`config.mk`:
```
export PLATFORM = sky130hd
export DESIGN_NAME = mul8u_err_sweep
export DESIGN_NICKNAME = d
export VERILOG_FILES = /design/src/rtl/mul_eval_pkg.sv /design/src/rtl/mul_err_calc.sv /design/src/rtl/mul8u_err_sweep.sv
export SDC_FILE = /design/constraint.sdc
export NUM_CORES = 1
export LEC_CHECK = 0
export BUFFER_PORTS_ARGS = -buffer_cell sky130_fd_sc_hd__buf_2
export CAP_MARGIN = 10
export CORE_MARGIN = 2
export CORE_UTILIZATION = 26
export DETAILED_ROUTE_END_ITERATION = 16
export SYNTH_ARGS = -nofsm -noshare
export SYNTH_HDL_FRONTEND = slang
export SYNTH_SLANG_ARGS = --single-unit
```
`constraint.sdc`:
```
create_clock -name clk -period 33.2 [get_ports clk]
set_clock_uncertainty 0.2 [all_clocks]
set_input_delay 4.98 -clock clk [delete_from_list [all_inputs] [get_ports clk]]
set_output_delay 4.98 -clock clk [all_outputs]
set_load 0.02 [all_outputs]
```
`src/rtl/mul_eval_pkg.sv`:
```
// Shared types and sizes for the approximate-multiplier error sweep.
// Widths here describe the default 8-bit operand configuration.
package mul_eval_pkg;

    localparam int OP_W     = 8;
    localparam int P_W      = 2 * OP_W;
    localparam int PAIRS    = 1 << P_W;
    localparam int SUMABS_W = 4 * OP_W;
    localparam int CNT_W    = 2 * OP_W + 1;

    typedef enum logic [1:0] {
        IDLE,
        SWEEP,
        DRAIN,
        DONE
    } state_e;

endpackage

```
`src/rtl/mul_err_calc.sv`:
```
// Combinational error terms for one operand pair: exact product,
// absolute error of the approximate product, and its square.
module mul_err_calc
    import mul_eval_pkg::*;
#(
    parameter int W = OP_W
) (
    input  logic [W-1:0]   a_i,
    input  logic [W-1:0]   b_i,
    input  logic [2*W-1:0] approx_i,
    output logic [2*W-1:0] abs_err_o,
    output logic [4*W-1:0] sq_err_o
);

    logic [2*W-1:0] exact;

    // |approx - exact| always fits in 2W bits, so the ordered subtraction is exact.
    always_comb begin
        exact     = {{W{1'b0}}, a_i} * {{W{1'b0}}, b_i};
        abs_err_o = (approx_i >= exact) ? (approx_i - exact) : (exact - approx_i);
        sq_err_o  = {{(2*W){1'b0}}, abs_err_o} * {{(2*W){1'b0}}, abs_err_o};
    end

endmodule

```
`src/rtl/mul8u_err_sweep.sv`:
```
// Exhaustive sweep controller: walks every operand pair through an external
// approximate multiplier and accumulates MAE/MSE/WCE/EP statistics.
module mul8u_err_sweep
    import mul_eval_pkg::*;
#(
    parameter int W    = OP_W,
    parameter int SQ_W = 48
) (
    input  logic             clk,
    input  logic             rst,
    input  logic             start,
    input  logic             abort,
    input  logic             pause,
    output logic [W-1:0]     op_a,
    output logic [W-1:0]     op_b,
    input  logic [2*W-1:0]   approx_o,
    output logic             busy,
    output logic             done,
    output logic [4*W-1:0]   sum_abs_err,
    output logic [SQ_W-1:0]  sum_sq_err,
    output logic [2*W:0]     err_count,
    output logic [2*W-1:0]   wce,
    output logic [W-1:0]     wce_a,
    output logic [W-1:0]     wce_b
);

    state_e           state_q, state_d;
    logic [2*W-1:0]   idx_q, idx_d;
    logic             done_q, done_d;
    logic             v1_q, v1_d;
    logic             sample, clear;

    logic [2*W-1:0]   abs_w;
    logic [4*W-1:0]   sq_w;
    logic [2*W-1:0]   abs1_q;
    logic [4*W-1:0]   sq1_q;
    logic [W-1:0]     a1_q, b1_q;

    logic [4*W-1:0]   sum_abs_q, sum_abs_d;
    logic [SQ_W-1:0]  sum_sq_q, sum_sq_d;
    logic [2*W:0]     cnt_q, cnt_d;
    logic [2*W-1:0]   wce_q, wce_d;
    logic [W-1:0]     wce_a_q, wce_a_d, wce_b_q, wce_b_d;

    assign op_a = idx_q[2*W-1:W];
    assign op_b = idx_q[W-1:0];

    mul_err_calc #(.W(W)) u_calc (
        .a_i       (op_a),
        .b_i       (op_b),
        .approx_i  (approx_o),
        .abs_err_o (abs_w),
        .sq_err_o  (sq_w)
    );

    assign sample = (state_q == SWEEP) && !abort && !pause;
    assign clear  = start && !abort && ((state_q == IDLE) || (state_q == DONE));

    always_comb begin
        state_d = state_q;
        idx_d   = idx_q;
        done_d  = done_q;
        v1_d    = sample;
        case (state_q)
            IDLE: begin
                if (clear) begin
                    state_d = SWEEP;
                    idx_d   = '0;
                    done_d  = 1'b0;
                end
            end
            SWEEP: begin
                if (abort) begin
                    state_d = IDLE;
                    done_d  = 1'b0;
                end else if (!pause) begin
                    idx_d = idx_q + 1'b1;
                    if (idx_q == {(2*W){1'b1}}) begin
                        state_d = DRAIN;
                    end
                end
            end
            DRAIN: begin
                if (abort) begin
                    state_d = IDLE;
                    done_d  = 1'b0;
                end else begin
                    state_d = DONE;
                    done_d  = 1'b1;
                end
            end
            DONE: begin
                if (abort) begin
                    state_d = IDLE;
                    done_d  = 1'b0;
                end else if (clear) begin
                    state_d = SWEEP;
                    idx_d   = '0;
                    done_d  = 1'b0;
                end
            end
            default: state_d = IDLE;
        endcase
    end

    // Stage 2: fold the registered stage-1 error into the running statistics.
    always_comb begin
        sum_abs_d = sum_abs_q;
        sum_sq_d  = sum_sq_q;
        cnt_d     = cnt_q;
        wce_d     = wce_q;
        wce_a_d   = wce_a_q;
        wce_b_d   = wce_b_q;
        if (clear) begin
            sum_abs_d = '0;
            sum_sq_d  = '0;
            cnt_d     = '0;
            wce_d     = '0;
            wce_a_d   = '0;
            wce_b_d   = '0;
        end else if (v1_q) begin
            sum_abs_d = sum_abs_q + {{(2*W){1'b0}}, abs1_q};
            sum_sq_d  = sum_sq_q + {{(SQ_W-4*W){1'b0}}, sq1_q};
            cnt_d     = cnt_q + {{(2*W){1'b0}}, (abs1_q != '0)};
            if (abs1_q > wce_q) begin
                wce_d   = abs1_q;
                wce_a_d = a1_q;
                wce_b_d = b1_q;
            end
        end
    end

    always_ff @(posedge clk) begin
        if (rst) begin
            state_q   <= IDLE;
            idx_q     <= '0;
            done_q    <= 1'b0;
            v1_q      <= 1'b0;
            sum_abs_q <= '0;
            sum_sq_q  <= '0;
            cnt_q     <= '0;
            wce_q     <= '0;
            wce_a_q   <= '0;
            wce_b_q   <= '0;
        end else begin
            state_q   <= state_d;
            idx_q     <= idx_d;
            done_q    <= done_d;
            v1_q      <= v1_d;
            sum_abs_q <= sum_abs_d;
            sum_sq_q  <= sum_sq_d;
            cnt_q     <= cnt_d;
            wce_q     <= wce_d;
            wce_a_q   <= wce_a_d;
            wce_b_q   <= wce_b_d;
        end
    end

    // Stage 1: capture the current pair's error terms.
    always_ff @(posedge clk) begin
        if (sample) begin
            abs1_q <= abs_w;
            sq1_q  <= sq_w;
            a1_q   <= op_a;
            b1_q   <= op_b;
        end
    end

    assign busy        = (state_q == SWEEP) || (state_q == DRAIN);
    assign done        = done_q;
    assign sum_abs_err = sum_abs_q;
    assign sum_sq_err  = sum_sq_q;
    assign err_count   = cnt_q;
    assign wce         = wce_q;
    assign wce_a       = wce_a_q;
    assign wce_b       = wce_b_q;

endmodule

```
Word level (Yosys, flattened, before mapping)
Index checks and enable logic that the tools add are counted.
Word-level totals
  word-level logic and storage cells: 67
  bits of input ports: 21
  register bits: 213
Operators by class
  $mul: 2
  equal/unequal tests: 10
  reduce and logical (&&, ||, !) cells: 15
  $add $sub $neg: 6
  $lt $le $gt $ge: 2
  mux-type cells: 18
Operators with widths (count)
  16-bit 2-to-1 mux: 5
  48-bit by 32-bit adder with 48-bit output: 1
  16-bit one-hot mux with 3 select lines: 1
  32-bit by 16-bit adder with 32-bit output: 1
  16-bit by 16-bit multiplier with 32-bit output: 1
  16-bit subtractor: 2
  17-bit by 1-bit adder with 17-bit output: 1
  16-bit by 1-bit adder with 16-bit output, second input constant: 1
  16-bit equality test, second input constant: 1
  16-bit greater-or-equal comparator: 1
  16-bit greater-than comparator: 1
  8-bit by 8-bit multiplier with 16-bit output: 1
  16-bit nonzero test: 1
  2-bit 2-to-1 mux: 6
  2-bit != test, second input constant: 4
  2-bit one-hot mux with 4 select lines: 1
  2-bit equality test, second input constant: 2
  1-bit logical AND: 4
  1-bit 2-to-1 mux: 4
  1-bit one-hot mux with 4 select lines: 1
  2-bit AND reduction: 2
  4-bit AND reduction: 1
  3-bit by 2-bit != test with 1-bit output, second input constant: 1
  3-bit != test, second input constant: 1
  6 further kinds: 8

Longest topological paths before layout
  depth in word-level cells: 6
  mapped depth: 55
  mapped depth without buffers: 51

Hierarchy
A second synthesis with hierarchy kept.
Second synthesis, totals
  cell total of the unflattened synthesis: 2420
  area total of the unflattened synthesis: 21640.8 µm²
By module, submodules not included
  mul_err_calc: instances 1, cells each 1318, area each 10953.0 µm², seq. area each 0.0 µm²
  mul8u_err_sweep: instances 1, cells each 1102, area each 10687.8 µm², seq. area each 4904.7 µm²

Worst setup path before layout
OpenSTA, ideal clock, no wires.
  kind: input to register
  start point: in approx_o[0]
  end point: reg sq1_q[30], data pin
  arrival time: 12.495 ns
  stages: 34
  path slack: 20.248 ns
  cells stage by stage: inv_1 > ha_1 > inv_1 > fa_1 > a211oi_2 > o211ai_1 > a21oi_1 > o21ai_2 > buf_6 > buf_6 > o31ai_2 > xor2_2 > inv_2 > and2_1 > fa_1 > inv_1 > fa_1 > inv_1 > fa_1 > fa_1 > fa_1 > inv_1 > fa_1 > inv_1 > ha_1 > a21o_1 > a21o_1 > a21o_1 > a211o_1 > a21oi_1 > o21ai_1 > a311o_1 > a21oi_1 > xnor2_1
On the way
  cells in the longest elaborated chain, start to end: 3
Ends and longest elaborated chain
  start: declaration: line mul8u_err_sweep.sv:16  | input logic [2*W-1:0] approx_o,
  16-bit subtractor / 16-bit greater-or-equal comparator (equally long branches): line mul_err_calc.sv:20  | abs_err_o = (approx_i >= exact) ? (approx_i - exact) : (exact - approx_i);
  16-bit 2-to-1 mux *: line mul_err_calc.sv:20
  16-bit by 16-bit multiplier with 32-bit output *: line mul_err_calc.sv:21  | sq_err_o = {{(2*W){1'b0}}, abs_err_o} * {{(2*W){1'b0}}, abs_err_o};
  via sq_w[30]: line mul8u_err_sweep.sv:34  | logic [4*W-1:0] sq_w;
  end signal: assignment: line mul8u_err_sweep.sv:163  | sq1_q <= sq_w;
  end: declaration: line mul8u_err_sweep.sv:36  | logic [4*W-1:0] sq1_q;
The timed path passes the listed nets; every way through them passes the cells marked *.
A chain may end at the register's enable or synchronous reset.

Worst setup path after layout
  start point: in approx_o[11]
  end point: reg sq1_q[30], data pin
Same word-level chain as after synthesis.

==> summary.txt <==
Setup path
  – Peak fanout along the critical path: 22
  – Crit Path Category: in2reg
  – Req. time, crit path: 33280 ps
  – Slowest stage delay, CP: 600 ps
  – CP Depth: 34
  – CP Capture Point: sq1_q[30]$_DFFE_PP_
  – Startpoint types: input pin
  – Worst R2R Path Depth: 48
  – Setup crit end kind: register
  – Crit-path leading delay family: adder cells
  – Worst setup path startpoint: approx_o[11]
  – RR Startpoint: idx_q[2]$_SDFFE_PP0P_
  – Crit path DAT: ~14000 ps
  – Most Frequent Cell on Critical Path: fa_1
  – R2R Path End: sq1_q[30]$_DFFE_PP_
  – Worst Path Buf+Inv: 8
  – Reg2reg setup slack: 19740 ps
  – Critical Path Slowest Stage Cell: ha_1

Synthesis
  – Mean Syn Cell Area: approximately 9 µm²
  – Post-Synthesis Cells: 2417
  – Post-synth ARST share: 0
  – Ys flop type: dfxtp_1
  – Synthesized Nets: around 2900
  – Yosys reg bits: 211
  – Netlist cell types: 96
  – Post-synthesis cell area: 21800 µm²
  – YS warnings: 0
  – Post-synth EDFFs: 62
  – Sequential element share of the synthesized area: 0.222

Global routing
  – Total gr overflow: 0
  – Largest net degree at the start of global routing: 67
  – Initial antenna violation count: 2
  – Vias in the first global route: between 15000 and 20000
  – First-pass GRT wire length: between 90000 and 100000 µm
  – All-layer global routing usage: 0.134

Floorplan
  – Die W: 294 µm
  – Die area: approximately 86000 µm²
  – Core Footprint: 83400 µm²
  – I/O pin count: 168
  – DIE HEIGHT: 294 µm
  – Initial Util: 0.262
  – Rows: 106

Detailed routing
  – DRT iter0 DRCs: 872
  – Final wirelength: 58400 µm
  – Residual DRC: 0
  – Vias/cell: 4.64
  – Routed via count: 16900
  – DR WL/cell: 16.0 µm
  – Drt first pass iters: 5
  – Routed Antenna Nets: 0

Final layout
  – Share of layout cells above drive strength 1: 0.126
  – Filler Cells Inserted: 8771
  – P&R area growth vs syn: 12.7%
  – # nets final: 3006
  – Diodes inserted: 0

Timing
  – Unrepaired setup endpoints after global routing: false
  – Crit path time final: 13780 ps
  – Relative slew slack: 0.360
  – # setup viols final: 0
  – Final hold vios: 0
  – Final setup TNS: 0 ps
  – Tcrit/Tclk final: 0.415
  – Fin. max-slew vios: 0
  – Worst slew pin tran: about 960 ps
  – F_max: 0.0725 GHz

Place
  – Number of buffers added on ports: between 150 and 200
  – Placed wire-length estimate: roughly 46000 µm
  – Routability cong.: 0.869

Clock network
  – Root Driver: clkbuf_16
  – Clk pin slew, worst setup/hold paths: 60 ps
  – Longest Clk Path Bufs: 3
  – CTS tree: yes
  – # clock sinks: 211
  – Cts hold-fix bufs: 0
  – Num CTS Buffers: 25
  – Setup Buffers After CTS: 0
  – Worst-Skew Late Latency: between 500 and 600 ps
  – H-Tree Depth: 1
  – Post-CTS Resized: 0

Outcome
  – Outcome: complete, no violations

Job
  – # Max-Cap Violations: 0

Min path
  – HP Class: reg2reg
[worst min path at each step]
stage,slack (ps),cells after the start,endpoint,start
floorplan,260,2,wce_a[7]$_SDFFE_PP0P_,a1_q[7]$_DFFE_PP_
global placement,260,2,sum_sq_err[29]$_SDFFE_PP0P_,sum_sq_err[29]$_SDFFE_PP0P_
detailed placement,270,2,wce_b[4]$_SDFFE_PP0P_,b1_q[4]$_DFFE_PP_
CTS,290,2,wce_b[5]$_SDFFE_PP0P_,b1_q[5]$_DFFE_PP_
global route,300,2,wce_b[5]$_SDFFE_PP0P_,b1_q[5]$_DFFE_PP_
finish,280,2,sum_abs_err[27]$_SDFFE_PP0P_,sum_abs_err[27]$_SDFFE_PP0P_
[placed cells by master (no fill, tap or decap), drive strengths merged, types with 31 or more instances in the layout]
cell type	count
a21o	45
a21oi	118
and2	76
buf	183
clkbuf	31
dfxtp	149
edfxtp	62
fa	205
ha	234
inv	374
mux2i	63
nand2	188
nand3	36
nand4	35
nor2	233
o21ai	88
xnor2	71
xor2	62
[cell usage after synthesis (all sizes together) (13+ instances only)]
master,n,share of area
o21ai,88,0.021
a211oi,25,0.010
edfxtp,62,0.085
o211ai,16,0.0055
mux2i,63,0.029
dfxtp,149,0.14
clkbuf,43,0.0074
o21a,18,0.0062
ha,234,0.13
and2,76,0.022
inv,373,0.064
or3,18,0.0052
nand3,36,0.0083
xnor2,71,0.032
nand2,188,0.034
nor2b,19,0.0054
nor3,25,0.0060
nor2,233,0.041
nand4,35,0.011
nand2b,13,0.0037
buf,38,0.011
a21o,45,0.015
and3,18,0.0052
xor2,62,0.027
a21oi,118,0.029
fa,205,0.19
[worst reg2reg max path: cells and delay by family (launching register included)]
kind                     cells  cell delay, ps
flip-flops                   1             680
XOR/XNOR                     3             380
adder cells (fa/ha/maj)     13            6030
AO/OA/AOI/OAI               16            3230
multiplexers                 1             390
AND/OR/NAND/NOR              6            1260
buffers and inverters        9            1040
[kinds of logic after synthesis]
logic type | share of synthesized area
multiplexers | 0.0299
buffers and inverters | 0.0832
AND/OR/NAND/NOR | 0.155
flip-flops | 0.222
AO/OA/AOI/OAI | 0.129
adder cells (fa/ha/maj) | 0.322
XOR/XNOR | 0.0589
[sequential cells by signal, summed over array words and instances (netlist names), 16 cells and up]
signal and cells:
err_count 17, abs1_q 16, sq1_q 30, sum_sq_err 48
idx_q 16, sum_abs_err 32, wce 16
[area by class of cell]
class                   instances  area, µm²  share of cell area
flip-flops and latches        211       4850               0.197
well taps                    1080       1350              0.0550
clock buffers                  31        701              0.0285
multi-input cells            1751      15200               0.618
inverters                     374       1410              0.0572
repair buffers                183        956              0.0389
clock inverters                14        140             0.00570
[layer usage]
metal  GRT usage  part of all wire  up-vias
li1            -                 -     8319
met1       0.181              0.46     8128
met2       0.216              0.45      390
met3      0.0307             0.068       74
met4      0.0351             0.023        4
met5           0           0.00031        -
[through the flow]
stage                     setup slack [ps]   util  hold slack (ps)  area [µm²]  instances
after floorplan                      20250      -              256       21800       2417
after global placement               19020  0.285              263       23800       3599
after detailed placement             18950  0.285              271       23800       3599
after CTS                            19490  0.295              288       24600       3644
after global routing                 19010  0.295              296       24600       3644
final                                19420  0.295              284       24600       3644
Power is not shown: default switching activity piles up to over one toggle a cycle in this logic, so the estimate is an artifact.
